--- src/rtl/fetch_pkg.sv ---
// fetch_pkg: shared types and constants for the instruction-fetch stage
package fetch_pkg;
  localparam int FETCH_PC_W = 9;
  localparam logic [31:0] NOP_INSTR = 32'h00000013;
  typedef enum logic {F_RUN, F_HALT} fetch_state_e;
  typedef struct packed {
    logic [FETCH_PC_W-1:0] pc;
    logic [31:0]           instr;
  } fetch_entry_t;
endpackage

--- src/rtl/fetch_fifo.sv ---
// fetch_fifo: 2-entry queue, slot 0 is always the head
module fetch_fifo
  import fetch_pkg::*;
(
  input  logic         clk,
  input  logic         reset,
  input  logic         push_i,
  input  fetch_entry_t din_i,
  input  logic         pop_i,
  input  logic         flush_i,
  output logic [1:0]   count_o,
  output fetch_entry_t head_o
);
  localparam fetch_entry_t EMPTY = '{pc: '0, instr: NOP_INSTR};
  fetch_entry_t s0_q, s0_d, s1_q, s1_d;
  logic [1:0] cnt_q, cnt_d, lvl;
  // pop shifts slot 1 forward, then the push lands in the first free slot
  always_comb begin
    lvl = cnt_q - {1'b0, pop_i};
    s0_d = pop_i ? s1_q : s0_q;
    s1_d = s1_q;
    if (push_i && lvl == 2'd0) s0_d = din_i;
    if (push_i && lvl == 2'd1) s1_d = din_i;
    cnt_d = flush_i ? 2'd0 : lvl + {1'b0, push_i};
  end
  // storage and occupancy registers
  always_ff @(posedge clk) begin
    if (reset) begin
      s0_q  <= EMPTY;
      s1_q  <= EMPTY;
      cnt_q <= 2'd0;
    end else begin
      s0_q  <= s0_d;
      s1_q  <= s1_d;
      cnt_q <= cnt_d;
    end
  end
  assign count_o = cnt_q;
  assign head_o  = s0_q;
endmodule

--- src/rtl/fetch_unit.sv ---
// fetch_unit: PC, read issue, in-flight tag and halt FSM feeding a 2-entry queue
module fetch_unit
  import fetch_pkg::*;
#(
  parameter int              PC_W     = FETCH_PC_W,
  parameter logic [PC_W-1:0] RESET_PC = '0
) (
  input  logic            clk,
  input  logic            reset,
  input  logic            redirect_i,
  input  logic [31:0]     redirect_pc_i,
  input  logic            halt_i,
  output logic            imem_en_o,
  output logic [PC_W-1:0] imem_addr_o,
  input  logic [31:0]     imem_rdata_i,
  output logic            if_valid_o,
  input  logic            if_ready_i,
  output logic [PC_W-1:0] if_pc_o,
  output logic [31:0]     if_instr_o,
  output logic            halted_o
);
  fetch_state_e    state_q;
  logic [PC_W-1:0] pc_q, pc_d, req_pc_q, req_pc_d;
  logic            req_valid_q, req_valid_d;
  logic            pop, redir, push;
  logic [1:0]      count;
  logic [2:0]      occ;
  fetch_entry_t    din, head;
  assign pop   = if_valid_o && if_ready_i;
  assign redir = redirect_i && !halt_i && state_q == F_RUN;
  assign push  = req_valid_q && !redir;
  assign occ   = {1'b0, count} + {2'b0, req_valid_q};
  assign imem_en_o = state_q == F_RUN && !reset && !redirect_i && !halt_i && (occ < 3'd2 || pop);
  assign din = '{pc: FETCH_PC_W'(req_pc_q), instr: imem_rdata_i};
  // next PC and in-flight tag; a redirect kills the read and issues nothing
  always_comb begin
    pc_d        = redir ? {redirect_pc_i[PC_W-1:2], 2'b00} : imem_en_o ? pc_q + PC_W'(4) : pc_q;
    req_valid_d = imem_en_o;
    req_pc_d    = imem_en_o ? pc_q : req_pc_q;
  end
  // PC and in-flight registers
  always_ff @(posedge clk) begin
    if (reset) begin
      pc_q        <= RESET_PC;
      req_valid_q <= 1'b0;
      req_pc_q    <= '0;
    end else begin
      pc_q        <= pc_d;
      req_valid_q <= req_valid_d;
      req_pc_q    <= req_pc_d;
    end
  end
  // run/halt FSM; halt is sticky until reset
  always_ff @(posedge clk) begin
    if (reset) state_q <= F_RUN;
    else if (halt_i) state_q <= F_HALT;
  end
  fetch_fifo u_fifo (
    .clk     (clk),
    .reset   (reset),
    .push_i  (push),
    .din_i   (din),
    .pop_i   (pop),
    .flush_i (redir),
    .count_o (count),
    .head_o  (head)
  );
  assign imem_addr_o = pc_q;
  assign if_valid_o  = count != 2'd0;
  assign if_pc_o     = PC_W'(head.pc);
  assign if_instr_o  = head.instr;
  assign halted_o    = state_q == F_HALT;
endmodule

--- config.mk ---
export PLATFORM = sky130hd
export DESIGN_NAME = fetch_unit
export DESIGN_NICKNAME = d
export VERILOG_FILES = /design/src/rtl/fetch_pkg.sv /design/src/rtl/fetch_fifo.sv /design/src/rtl/fetch_unit.sv
export SDC_FILE = /design/constraint.sdc
export NUM_CORES = 1
export LEC_CHECK = 0
export CAP_MARGIN = 20
export CELL_PAD_IN_SITES_DETAIL_PLACEMENT = 1
export CELL_PAD_IN_SITES_GLOBAL_PLACEMENT = 2
export CORE_MARGIN = 2
export CORE_UTILIZATION = 23
export CTS_CLUSTER_DIAMETER = 40
export DETAILED_ROUTE_END_ITERATION = 8
export HOLD_SLACK_MARGIN = 0.08
export PLACE_DENSITY_LB_ADDON = 0.05
export SKIP_LAST_GASP = 1
export SLEW_MARGIN = 20
export SYNTH_ARGS = -nofsm -noshare
export SYNTH_HDL_FRONTEND = slang
export SYNTH_SLANG_ARGS = --single-unit
--- constraint.sdc ---
create_clock -name clk -period 2.8 [get_ports clk]
set_clock_uncertainty 0.05 [all_clocks]
set_input_delay 0.7 -clock clk [delete_from_list [all_inputs] [get_ports clk]]
set_output_delay 0.7 -clock clk [all_outputs]
set_load 0.01 [all_outputs]
==> qor.csv <==
stage,metric,value,unit
pwr,power.density,580,nW/um^2
cts,cts_sinks,96,
die,pin_count,122,
timing,timing.final.crit_period,2.65,ns
setup_path,cp.required,2.05,ns
timing,slew_headroom,0.654,
status,outcome,finished clean,
pwr,ir_worst_vdd,0.281,mV
pwr,p_total,0.00318,W
die,die_h,135,um
cells_and_area,diodes,0,
place,dp_hpwl,7.79,mm
job,maxCapViolCount,0,
die,core_area,17100,um^2
routing,drc,0,
cts,h-tree-depth,3,
timing,setup_viol,0,
grt,grt_util_all_layers,0.142,
cts,cts_tree,yes,
grt,grt_overflow,0,
cells_and_area,final_cell_area,5480,um^2
cts,clkLatencyLatePin,0.35,ns
cells_and_area,nFillCells,2020,
routing,ant_nets,0,
grt,grt_pass1_vias,3840,
setup_path,reg2regPathDepth,8,
timing,min_period_over_period,0.948,
synth,synth_area,3970,um^2
hold_path,holdPathStages,2,
routing,finalWirelength,12.4,mm
timing,finalHoldViolations,0,
cts,clk_pin_slew,0.07,ns
routing,vias_per_cell,4.54,
grt,grt_pass1_wl,20.2,mm
place,portBuffers,92,
synth,ys_warn_count,0,
timing,rsz0062_at_grt,false,
grt,grt_max_degree,96,
die,fp.dieW,135,um
cts,cts_max_path_buffers,2,
routing,routedWlPerCell,15.4,um
setup_path,crit_type,in -> out,
place,place_area,5150,um^2
setup_path,crit_path_max_fanout,3,
place,place.gp.congestion,0.740,
synth,synth.distinct_cells,42,
routing,vias,3633,
setup_path,start_kind,input port,
cts,clock-root-buffer,clkbuf_16,
cells_and_area,nNetsFinal,642,
hold_path,hold_class,reg -> reg,
timing,worst_slew_pin_slew,0.519,ns
cts,cts_buffers,9,
timing,maxSlewViolCount,0,
routing,dr.pass1.iters,4,
synth,syn_avg_cell_area,8.16,um^2
synth,yosysSeqAreaShare,0.484,
setup_path,arrival,1.90,ns
routing,drt_iter0_drc,126,
pwr,power.leakage,1.96,nW
die,row_count,48,
cells_and_area,area_delta_synth_final,38.0,%
die,start_util,0.232,
die,die_area,18300,um^2
grt,antenna_found_initial,0,
synth,synth_cells,487,
synth,ys_ff_latch,96,
setup_path,worstSetupEndpointType,output pin,
cells_and_area,drive_gt1_frac,0.0747,
timing,max_freq,377,MHz
-- power breakdown --
part	internal, W	total (W)	leakage [nW]	switching (W)
logic	0.000220	0.000447	1.03	0.000227
clock network	0.000717	0.00127	0.145	0.000556
registers	0.00142	0.00146	0.778	0.0000435
total	0.00236	0.00318	1.96	0.000826
-- per-stage QoR --
step                      cells  setup TNS, ns  hold WS (ns)  setup slack [ns]  utilization
after floorplan             490              0         0.387             0.178            -
after global placement      784          -2.38         0.391           -0.0961        0.301
after detailed placement    784          -3.57         0.400            -0.145        0.301
after CTS                   800              0         0.410             0.128        0.319
after global routing        801              0         0.432            0.0850        0.320
final                       801              0         0.408             0.146        0.320
-- layout by cell type, fill, tap and decap left out, types with 3 or more instances in the layout --
cell	netlist	final
xor2_1	3	3
clkdlybuf4s50_1	0	90
nand3b_1	3	3
and3_1	3	3
nand2_1	158	158
dfxtp_1	96	96
buf_4	5	16
buf_12	0	4
nor2_1	52	52
a21oi_1	36	36
a311oi_1	37	37
conb_1	1	4
o21bai_1	6	6
clkbuf_16	0	9
mux2i_1	8	8
nand4_1	3	3
inv_1	5	4
a31oi_1	3	3
a211oi_1	3	3
-- cells in the mapped netlist --
cell type / number / area (um^2)
or2_2: 1 / 6.26
o21ai_1: 2 / 10.0
xnor2_1: 1 / 8.76
nand2_1: 158 / 593
nor4_1: 1 / 6.26
nor3_1: 1 / 5.00
a21oi_2: 1 / 8.76
xor2_1: 3 / 26.3
buf_1: 1 / 3.75
o2111ai_1: 1 / 8.76
a211oi_1: 3 / 22.5
a311oi_1: 37 / 324
buf_4: 5 / 37.5
or3_1: 2 / 12.5
o31ai_1: 2 / 15.0
nor3_4: 1 / 16.3
o21ai_0: 2 / 10.0
mux2i_1: 8 / 80.1
buf_2: 9 / 45.0
nor3b_1: 1 / 7.51
dfxtp_1: 96 / 1920
o21bai_1: 6 / 45.0
o211ai_1: 1 / 7.51
nand4b_4: 1 / 23.8
clkbuf_1: 19 / 71.3
inv_1: 5 / 18.8
and3_1: 3 / 18.8
ha_1: 2 / 25.0
conb_1: 1 / 3.75
nor2_1: 52 / 195
clkbuf_2: 1 / 5.00
nand4_1: 3 / 18.8
or4_1: 2 / 15.0
a21oi_1: 36 / 180
nor2b_1: 2 / 12.5
nand3b_1: 3 / 22.5
buf_6: 7 / 78.8
nor4b_2: 1 / 15.0
or3b_1: 1 / 8.76
nand3_1: 1 / 5.00
or4b_4: 1 / 13.8
a31oi_1: 3 / 18.8
-- registers in the layout, summed over array words and instances (netlist names) --
signal / flops
u_fifo.head_o: 39
u_fifo.s1_q: 39
imem_addr_o: 7
req_pc_q: 7
u_fifo.count_o: 2
halted_o: 1
req_valid_q: 1
-- logic make-up after synthesis --
family                   Yosys count  synth area share
AO/OA/AOI/OAI                     94             0.164
XOR/XNOR                           4           0.00882
adder cells (fa/ha/maj)            2           0.00630
buffers and inverters             47            0.0655
flip-flops                        96             0.484
multiplexers                       8            0.0202
other                              1          0.000944
AND/OR/NAND/NOR                  235             0.251
-- metal layers --
| metal | global-route usage | part of all wire | wire, um | up-vias |
|---|---|---|---|---|
| met5 | 0 | 0 | 0 | - |
| met4 | 0.0544 | 0.014 | 168 | 0 |
| met3 | 0.0228 | 0.029 | 359 | 12 |
| met2 | 0.238 | 0.47 | 5780 | 57 |
| met1 | 0.184 | 0.49 | 6060 | 1749 |
| li1 | - | - | - | 1815 |
-- worst paths after layout --
kind         slack, ns                          from                      endpoint
max               0.15                    if_ready_i                     imem_en_o
min               0.41  u_fifo.s1_q[22]$_SDFFE_PP0P_  u_fifo.s1_q[22]$_SDFFE_PP0P_
min reg2reg       0.41  u_fifo.s1_q[22]$_SDFFE_PP0P_  u_fifo.s1_q[22]$_SDFFE_PP0P_
max reg2reg       0.70  u_fifo.count_o[1]$_SDFF_PP0_  u_fifo.s1_q[30]$_SDFFE_PP0P_
-- cell type report --
| type | instances | area (um^2) | share of cell area |
|---|---|---|---|
| timing repair buffer | 112 | 1140 | 0.208 |
| tap | 225 | 282 | 0.0514 |
| multi-input combinational | 347 | 1820 | 0.332 |
| inverter | 5 | 18.8 | 0.00342 |
| sequential | 96 | 1920 | 0.351 |
| clock inverter | 5 | 56.3 | 0.0103 |
| clock buffer | 11 | 243 | 0.0443 |
-- timing repair --
action,4_1_cts,5_1_grt
hold buffers,0,0
gates resized for setup,1,0
buffers inserted,0,0
setup endpoints to repair,1,0
hold endpoints to repair,0,0
-- critical path: stages --
cell and delay (ns):
clkdlybuf4s50_1 0.51, o211ai_1 0.34, inv_1 0.07, dlygate4sd2_1 0.28
(Power assumes the default switching activity.)
